**config.mk**
```make
export PLATFORM = sky130hd
export DESIGN_NAME = rf_wb_arbiter_flat
export DESIGN_NICKNAME = d
export VERILOG_FILES = /design/src/rtl/rf_wb_arbiter_if.sv /design/src/rtl/rf_wb_arbiter.sv /design/src/flat_wrapper.sv
export SDC_FILE = /design/constraint.sdc
export NUM_CORES = 1
export LEC_CHECK = 0
export ABC_AREA = 1
export ABC_CLOCK_PERIOD_IN_PS = 1700
export CAP_MARGIN = 20
export CORE_UTILIZATION = 26
export DETAILED_ROUTE_END_ITERATION = 6
export PLACE_DENSITY = 0.64
export SETUP_SLACK_MARGIN = 0.4
export SLEW_MARGIN = 20
export SYNTH_ARGS = -nofsm -noshare
export SYNTH_HDL_FRONTEND = slang
export SYNTH_SLANG_ARGS = --single-unit
```
**constraint.sdc**
```tcl
create_clock -name clk -period 1.7 [get_ports clk]
set_input_delay 0.51 -clock clk [delete_from_list [all_inputs] [get_ports clk]]
set_output_delay 0.51 -clock clk [all_outputs]
set_load 0.1 [all_outputs]
```
**src/rtl/rf_wb_arbiter_if.sv**
```systemverilog
// Writeback requester bus: per-requester valid/addr/data, the one-hot grant
// back to the requesters, and the pipeline-freeze hold.
interface rf_wb_arbiter_if #(
  parameter int k    = 32,
  parameter int NREQ = 2
) ();
  // Handshake: a requester's transfer happens on the clock edge where
  // req_valid[i] & req_ready[i] is 1. req_ready may follow req_valid
  // combinationally; req_valid must never depend on req_ready. Once
  // req_valid[i] rises, its addr/data stay stable and valid stays high
  // until that transfer edge.
  logic [NREQ-1:0]   req_valid;
  logic [5*NREQ-1:0] req_addr;
  logic [k*NREQ-1:0] req_data;
  logic [NREQ-1:0]   req_ready;
  logic              wb_hold;

  modport master (
    output req_valid, req_addr, req_data, wb_hold,
    input  req_ready
  );

  modport slave (
    input  req_valid, req_addr, req_data, wb_hold,
    output req_ready
  );
endinterface

```
**src/rtl/rf_wb_arbiter.sv**
```systemverilog
// Round-robin arbiter of NREQ writeback sources onto the register file write
// port, with a registered write stage, x0 filtering and a contention counter.
module rf_wb_arbiter #(
  parameter int k    = 32,
  parameter int NREQ = 2,
  parameter int CW   = 16,
  localparam int PW  = (NREQ > 2) ? 2 : 1
) (
  input  logic                clk,
  input  logic                rst,
  rf_wb_arbiter_if.slave      bus,
  output logic                write_enable,
  output logic [4:0]          Rd_Address,
  output logic [k-1:0]        Rd,
  output logic [31:0]         pending_mask,
  output logic [CW-1:0]       contention_cnt,
  output logic [PW-1:0]       dbg_ptr
);

  logic [PW-1:0]   ptr;
  logic [NREQ-1:0] grant;
  logic            found;
  logic [PW-1:0]   sel_idx;
  logic [4:0]      sel_addr;
  logic [k-1:0]    sel_data;
  logic [2:0]      nvalid;
  logic            multi;
  int              j;

  // Scan ptr, ptr+1, ... (mod NREQ); reset and hold both suppress any grant.
  always_comb begin
    grant    = '0;
    found    = 1'b0;
    sel_idx  = '0;
    sel_addr = '0;
    sel_data = '0;
    j        = 0;
    if (rst && !bus.wb_hold) begin
      for (int i = 0; i < NREQ; i++) begin
        j = int'(ptr) + i;
        if (j >= NREQ) j = j - NREQ;
        if (!found && bus.req_valid[j]) begin
          found    = 1'b1;
          grant[j] = 1'b1;
          sel_idx  = PW'(j);
          sel_addr = bus.req_addr[j*5 +: 5];
          sel_data = bus.req_data[j*k +: k];
        end
      end
    end
  end

  assign bus.req_ready = grant;

  always_comb begin
    nvalid = '0;
    for (int i = 0; i < NREQ; i++) begin
      nvalid = nvalid + 3'(bus.req_valid[i]);
    end
  end

  assign multi = (nvalid >= 3'd2);

  always_ff @(posedge clk or negedge rst) begin
    if (!rst) begin
      ptr            <= '0;
      write_enable   <= 1'b0;
      Rd_Address     <= '0;
      Rd             <= '0;
      contention_cnt <= '0;
    end else begin
      if (found) begin
        ptr <= (sel_idx == PW'(NREQ - 1)) ? '0 : sel_idx + PW'(1);
        // An x0 transfer is consumed but never reaches the register file.
        if (sel_addr != 5'd0) begin
          write_enable <= 1'b1;
          Rd_Address   <= sel_addr;
          Rd           <= sel_data;
        end else begin
          write_enable <= 1'b0;
          Rd_Address   <= '0;
          Rd           <= '0;
        end
      end else begin
        write_enable <= 1'b0;
      end
      if (multi && (contention_cnt != {CW{1'b1}})) begin
        contention_cnt <= contention_cnt + CW'(1);
      end
    end
  end

  assign pending_mask = write_enable ? (32'd1 << Rd_Address) : 32'd0;
  assign dbg_ptr      = ptr;

endmodule

```
**src/flat_wrapper.sv**
```systemverilog
// flat-port wrapper written by rule: the top's interface ports become plain ports
module rf_wb_arbiter_flat 
#(
  parameter int k    = 32,
  parameter int NREQ = 2,
  parameter int CW   = 16,
  localparam int PW  = (NREQ > 2) ? 2 : 1
)
  (clk, rst, write_enable, Rd_Address, Rd, pending_mask, contention_cnt, dbg_ptr, bus_req_valid, bus_req_addr, bus_req_data, bus_wb_hold, bus_req_ready);
  rf_wb_arbiter_if #(.k(k), .NREQ(NREQ)) bus_i ();
  input  logic clk;
  input  logic rst;
  output logic write_enable;
  output logic [4:0] Rd_Address;
  output logic [k-1:0] Rd;
  output logic [31:0] pending_mask;
  output logic [CW-1:0] contention_cnt;
  output logic [PW-1:0] dbg_ptr;
  input wire logic [$bits(bus_i.req_valid)-1:0] bus_req_valid;
  input wire logic [$bits(bus_i.req_addr)-1:0] bus_req_addr;
  input wire logic [$bits(bus_i.req_data)-1:0] bus_req_data;
  input wire logic [$bits(bus_i.wb_hold)-1:0] bus_wb_hold;
  output wire logic [$bits(bus_i.req_ready)-1:0] bus_req_ready;
  assign bus_i.req_valid = bus_req_valid;
  assign bus_i.req_addr = bus_req_addr;
  assign bus_i.req_data = bus_req_data;
  assign bus_i.wb_hold = bus_wb_hold;
  assign bus_req_ready = bus_i.req_ready;
  rf_wb_arbiter #(.k(k), .NREQ(NREQ), .CW(CW)) u_core (.clk(clk), .rst(rst), .bus(bus_i), .write_enable(write_enable), .Rd_Address(Rd_Address), .Rd(Rd), .pending_mask(pending_mask), .contention_cnt(contention_cnt), .dbg_ptr(dbg_ptr));
endmodule
```
==> reports/results.ini, run 1 <==
[run_status]
status=complete, but fails checks
failed_checks=negative setup slack

[clock_tree]
clkLatencyLatePin_ps=300
htree_levels=2
cts_tree=done
cts-root-buf=clkbuf_16
clock_sinks=55
clk_pin_slew_ps=80
cts_buffers=5
cts.path.max_buffers=2

[timing]
timing.final.crit_share=1.20
grt_setup_unrepaired=true
slew_headroom=0.511
max_freq_mhz=492
period_needed_ps=2030
setup_viol=75
fin_worst_skew_ps=9.48
tightestPinTransition_ps=733
report.final.hold_viol_count=0
setup_ws_ps=-332
slew_viol_final=0
hold_slack_ps=384

[finish]
num_antenna_cells=0
nets=892
nFillCells=1022
area_growth_pct=145
finalNonFillerCells=993
fin_util=0.663
drive_gt1_frac=0.554

[global_route]
grt_pass1_vias=4624
antenna_found_initial=0
gr-total-overflow=0
grt_pass1_wl_um=23400
grt_max_degree=56
grtUsageTotal=0.199

[place]
place_inst=890
port_buffers=167
gp_congestion=0.915
dpl.hpwl_um=10200

[floorplanning]
start_util=0.271
die_area_um2=15200
chipWidth_um=123
fp.coreArea_um2=14100
rows=43
fp.dieH_um=123
num_io_pins=168

[critical_path]
cp.required_ps=1190
cp_max_fo=5
crit_path_end_kind=output port
crit_path_max_incr_delay_ps=480
reg2reg_depth=12
cp_slowest_cell=dfrtp_4
r2r-start=u_core.dbg_ptr
setup.worst_path.start=u_core.Rd_Address[2]
path_cells=buf_6 -> nand4_1 -> nor2_4 -> buf_12
endpoint=pending_mask[12]
critPathKind=flop to output port
reg2reg_slack_ps=-310
r2r-end=u_core.Rd[0]
cp_num_buf_inv=2
arrival_ps=1520
worst_path_dominant_cell_family=flip-flops
cp.depth=4
setup.worst_path.start_class=flop

[yosys]
yosysTopAreaCell=dfrtp_1
synth_cell_types=37
synth_commonest_cells=nand2_1, nand3_1, dfrtp_1
syn_area_um2=3830
synth_top_area_frac=0.359
synthCells=533
ys_warn_count=0
synthFlopType=dfrtp_1
yosysSeqAreaShare=0.359
netlist_top_cells_area=dfrtp_1, nand2_1, nand3_1
avgSynthCellArea_um2=7.19
ys_ff_latch=55
yosys.cell_count.top_type=nand2_1
synth_edf_count=0
synthArstFlopShare=1.00
syn_nets=613

[pwr]
p_seq_frac=0.199
p_int_mw=6.16
p_clk_frac=0.113
p_sw_mw=6.18
comb_power_share=0.688
powerDensity_nw_per_um2=1310
totalPowerFinal_mw=12.3
ir_drop_v=0.000930
swShare=0.501
leakagePower_nw=4.04

[detailed_routing]
post_drt_wl_per_cell_um=16.0
viasPerCell=4.74
drtIter0Drc=259
first_pass_iters=5
antenna_left=0
drc=0
num_vias=4711
drt-total-wl_um=15900

[flow_run]
maxCapViolations=0

[hold_path]
hold_path_class=input pin to asynchronous set/reset pin

==> kinds of logic after synthesis <==
kind of cell | share of synthesized area
AO/OA/AOI/OAI | 0.117
XOR/XNOR | 0.0206
adder cells (fa/ha/maj) | 0.00327
buffers and inverters | 0.109
flip-flops | 0.359
AND/OR/NAND/NOR | 0.391
==> state kept, by name, indices dropped and copies added, names as in the netlist <==
| register | cells |
|---|---|
| u_core.Rd | 32 |
| u_core.contention_cnt | 16 |
| u_core.dbg_ptr | 1 |
| u_core.write_enable | 1 |
| u_core.Rd_Address | 5 |
==> how the worst min path moves through the flow <==
stage | from | end | cells past startpoint
6_report | rst | u_core.contention_cnt[7] | 2
5_1_grt | rst | u_core.contention_cnt[7] | 2
4_1_cts | rst | u_core.contention_cnt[4] | 2
3_5_place_dp | u_core.Rd[18] | u_core.Rd[18] | 2
3_3_place_gp | u_core.Rd[18] | u_core.Rd[18] | 2
2_1_floorplan | rst | u_core.Rd[0] | 0
==> per-layer routing <==
layer,vias to the layer above,track usage,part of all wire
met3,32,0.0406,0.071
met5,-,0,0
li1,2275,-,-
met2,179,0.363,0.52
met1,2225,0.232,0.38
met4,0,0.0595,0.030
==> cell usage in the layout, fill, tap and decap left out, types with 4 or more instances in the layout <==
| master | instances |
|---|---|
| nand3_4 | 4 |
| buf_16 | 8 |
| nor2_4 | 42 |
| nand2_4 | 12 |
| clkbuf_16 | 6 |
| nand4_1 | 20 |
| dfrtp_4 | 19 |
| nand2_1 | 133 |
| o21ai_2 | 7 |
| nand3_2 | 7 |
| clkinv_8 | 4 |
| dfrtp_2 | 36 |
| nand3_1 | 66 |
| o21ai_1 | 6 |
| buf_4 | 51 |
| buf_12 | 102 |
| nand2_2 | 16 |
| clkdlybuf4s50_1 | 74 |
| inv_1 | 45 |
| xor2_1 | 8 |
| nand2_8 | 7 |
| buf_6 | 65 |
| o21bai_4 | 29 |
| inv_2 | 4 |
==> power by group through the flow <==
stage	registers (mW)	logic [mW]	clock network, mW
detailed placement	2.48	6.90	0
floorplan	4.93	1.76	0
finish	2.46	8.49	1.39
CTS	2.43	7.82	1.40
global placement	2.47	6.82	0
global route	2.51	8.81	1.46
==> cell type report <==
type,count,area [µm²],share of cell area
repair buffers,303,4190,0.446
multi-input cells,386,2980,0.317
flip-flops and latches,55,1490,0.159
inverters,60,300,0.0320
well taps,180,225,0.0240
clock buffers,5,125,0.0133
clock inverters,3,71.3,0.00760
repair inverters,1,5.00,0.000533
==> per-stage QoR <==
stage	setup slack, ps	TNS (ps)	cell area [µm²]
CTS	-346	-14900	8680
finish	-332	-18830	9390
global route	-403	-23790	9390
global placement	-304	-10110	7400
detailed placement	-329	-11860	7400
floorplan	-446	-16070	4510
==> timing repair <==
action | 4_1_cts | 5_1_grt
gates cloned | 9 | 1
buffers inserted | 52 | 33
pin swaps | 75 | 82
resized for setup | 115 | 86
setup endpoints to repair | 144 | 144
hold buffers | 0 | 0
No activity file was read; power rests on OpenSTA's default activity.
==> inputs of run 2 (changes only) <==
--- a/config.mk
+++ b/config.mk
@@ -10,6 +10,7 @@
 export CAP_MARGIN = 20
 export CORE_UTILIZATION = 26
 export DETAILED_ROUTE_END_ITERATION = 6
+export GPL_ROUTABILITY_DRIVEN = 0
 export PLACE_DENSITY = 0.64
 export SETUP_SLACK_MARGIN = 0.4
 export SLEW_MARGIN = 20
==> results of run 2 <==
Same layout as run 1: the final DEF is identical, and so are final timing and power.
==> inputs of run 3 (changes only) <==
--- a/config.mk
+++ b/config.mk
@@ -8,6 +8,7 @@
 export ABC_AREA = 1
 export ABC_CLOCK_PERIOD_IN_PS = 1700
 export CAP_MARGIN = 20
+export CORE_MARGIN = 2
 export CORE_UTILIZATION = 26
 export DETAILED_ROUTE_END_ITERATION = 6
 export GPL_ROUTABILITY_DRIVEN = 0
==> reports/results.ini, run 3 (synthesized netlist as in run 1, its figures left out) <==
[global_route]
grtUsageTotal=0.183  ; -0.0161
grt_util_met3=0.0334  ; -0.00721
grt.met1_usage=0.224  ; -0.00801
grt_max_degree=56  ; unchanged
grt_pass1_wl_um=23300  ; -0.47%
gr-total-overflow=0  ; unchanged
top_usage_layer=met2
grt_pass1_vias=4486  ; -3.0%
antenna_found_initial=0  ; unchanged
use_met2=0.321  ; -0.0428

[timing]
report.final.hold_viol_count=0  ; unchanged
timing.setup.tns_ps=-18210  ; +627 ps
max_freq_mhz=485  ; -1.4%
grt_setup_unrepaired=true
setup_viol=71  ; -5.3%
setup_ws_ps=-362  ; -29.6 ps
slew_headroom=0.504  ; -0.00731
fin_worst_skew_ps=9.20  ; -0.275 ps
slew_viol_final=0  ; unchanged
hold_slack_ps=397  ; +12.5 ps
tightestPinTransition_ps=744  ; +11.0 ps
period_needed_ps=2060  ; +29.6 ps
timing.final.crit_share=1.21  ; +0.0174

[clock_tree]
cts-root-buf=clkbuf_16
clock_sinks=55  ; unchanged
hold_buffers=0  ; unchanged
cts.path.max_buffers=2  ; unchanged
cts_tree=done
htree_levels=2  ; unchanged
cts_buffers=5  ; unchanged
clkLatencyLatePin_ps=300  ; about the same
clk_pin_slew_ps=80  ; about the same

[pwr]
leakagePower_nw=3.83  ; -5.2%
totalPowerFinal_mw=11.7  ; -5.5%
ir_drop_v=0.000980  ; +5.4%
powerDensity_nw_per_um2=1300  ; -0.91%

[critical_path]
setup.worst_path.start_class=flop
arrival_ps=1550  ; +30 ps
cp_max_fo=9  ; +4
cp.required_ps=1190  ; about the same
critPathKind=flop to output port
crit_path_end_kind=output port

[detailed_routing]
drtIter0Drc=188  ; -27%
antenna_left=0  ; unchanged
num_vias=4610  ; -2.1%
post_drt_wl_per_cell_um=15.7  ; -1.8%
viasPerCell=4.77  ; +0.59%
first_pass_iters=4  ; -1
drt-total-wl_um=15200  ; -4.5%
drc=0  ; unchanged

[finish]
finalNonFillerCells=966  ; -2.7%
largest_reg_flops=32  ; unchanged
area_growth_pct=134
fin_util=0.618  ; -0.0450
drive_gt1_frac=0.531  ; -0.0228
num_antenna_cells=0  ; unchanged
layout_common_cells=nand2_1, buf_12, clkdlybuf4s50_1, nand3_1, inv_1
top_register=u_core.Rd
nets=861  ; -3.5%
largest_registers=u_core.Rd: 32 flops, u_core.contention_cnt: 16 flops, u_core.Rd_Address: 5 flops
layout_commonest_cell=nand2_1

[floorplanning]
die_area_um2=15700  ; +3.3%
fp.dieH_um=125  ; +1.6%
num_io_pins=168  ; unchanged
fp.coreArea_um2=14500  ; +2.3%
chipWidth_um=125  ; +1.6%
start_util=0.265  ; -0.00615
rows=44  ; +2.3%

[hold_path]
hold_path_class=input pin to asynchronous set/reset pin

[run_status]
failed_checks=negative setup slack
status=complete, but fails checks

[place]
dpl.hpwl_um=10100  ; -0.64%
place_inst=891  ; +0.11%
port_buffers=167  ; unchanged

[flow_run]
maxCapViolations=0  ; unchanged

==> run 3: routing by layer <==
layer,wire (µm),part of all wire
met3,1050,0.069
met5,0,0
met2,7700,0.51
met4,459,0.030
met1,5960,0.39
==> run 3: area by class of cell <==
type,count,area [µm²]
repair buffers,272,3870
repair inverters,1,16.3
clock buffers,7,143
flip-flops and latches,55,1490
multi-input cells,386,2890
fillers,1106,5530
well taps,184,230
inverters,60,300
clock inverters,1,8.76
==> run 3: repair_timing <==
item | 4_1_cts | 5_1_grt
pin swaps | 103 | 70
cloned | 8 | 2
setup endpoints to repair | 144 | 144
buffers inserted | 39 | 18
gates resized for setup | 99 | 68
==> run 3: stage by stage <==
| step | setup WS (ps) | cell area (µm²) |
|---|---|---|
| global placement | -315 | 7370 |
| detailed placement | -329 | 7370 |
| floorplan | -446 | 4510 |
| CTS | -376 | 8500 |
| finish | -362 | 8950 |
| global route | -405 | 8950 |
==> run 3: power by group <==
group	internal, mW	total, mW	switching, mW	leakage (nW)
Clock	0.592	1.09	0.495	0.0741
Sequential	1.82	2.42	0.600	0.612
Combinational	3.26	8.15	4.89	3.14
==> run 3: final timing paths <==
check	to	start	depth (start not counted)	slack (ps)
setup / recovery	pending_mask[3]	u_core.Rd_Address[2]	4	-360
hold / removal	u_core.contention_cnt[1]	rst	2	400
setup reg to reg	u_core.Rd[2]	u_core.dbg_ptr	13	-260
hold reg to reg	u_core.Rd[2]	u_core.Rd[2]	2	530
max in group asynchronous	u_core.write_enable	rst	2	710
min in group clk	u_core.Rd[2]	u_core.Rd[2]	2	530
==> run 3: critical path, stage by stage, from the launching register on <==
cell	delay (ps)
dfrtp_4	560
clkinv_8	90
nand4_1	210
nor2_4	200
buf_12	190
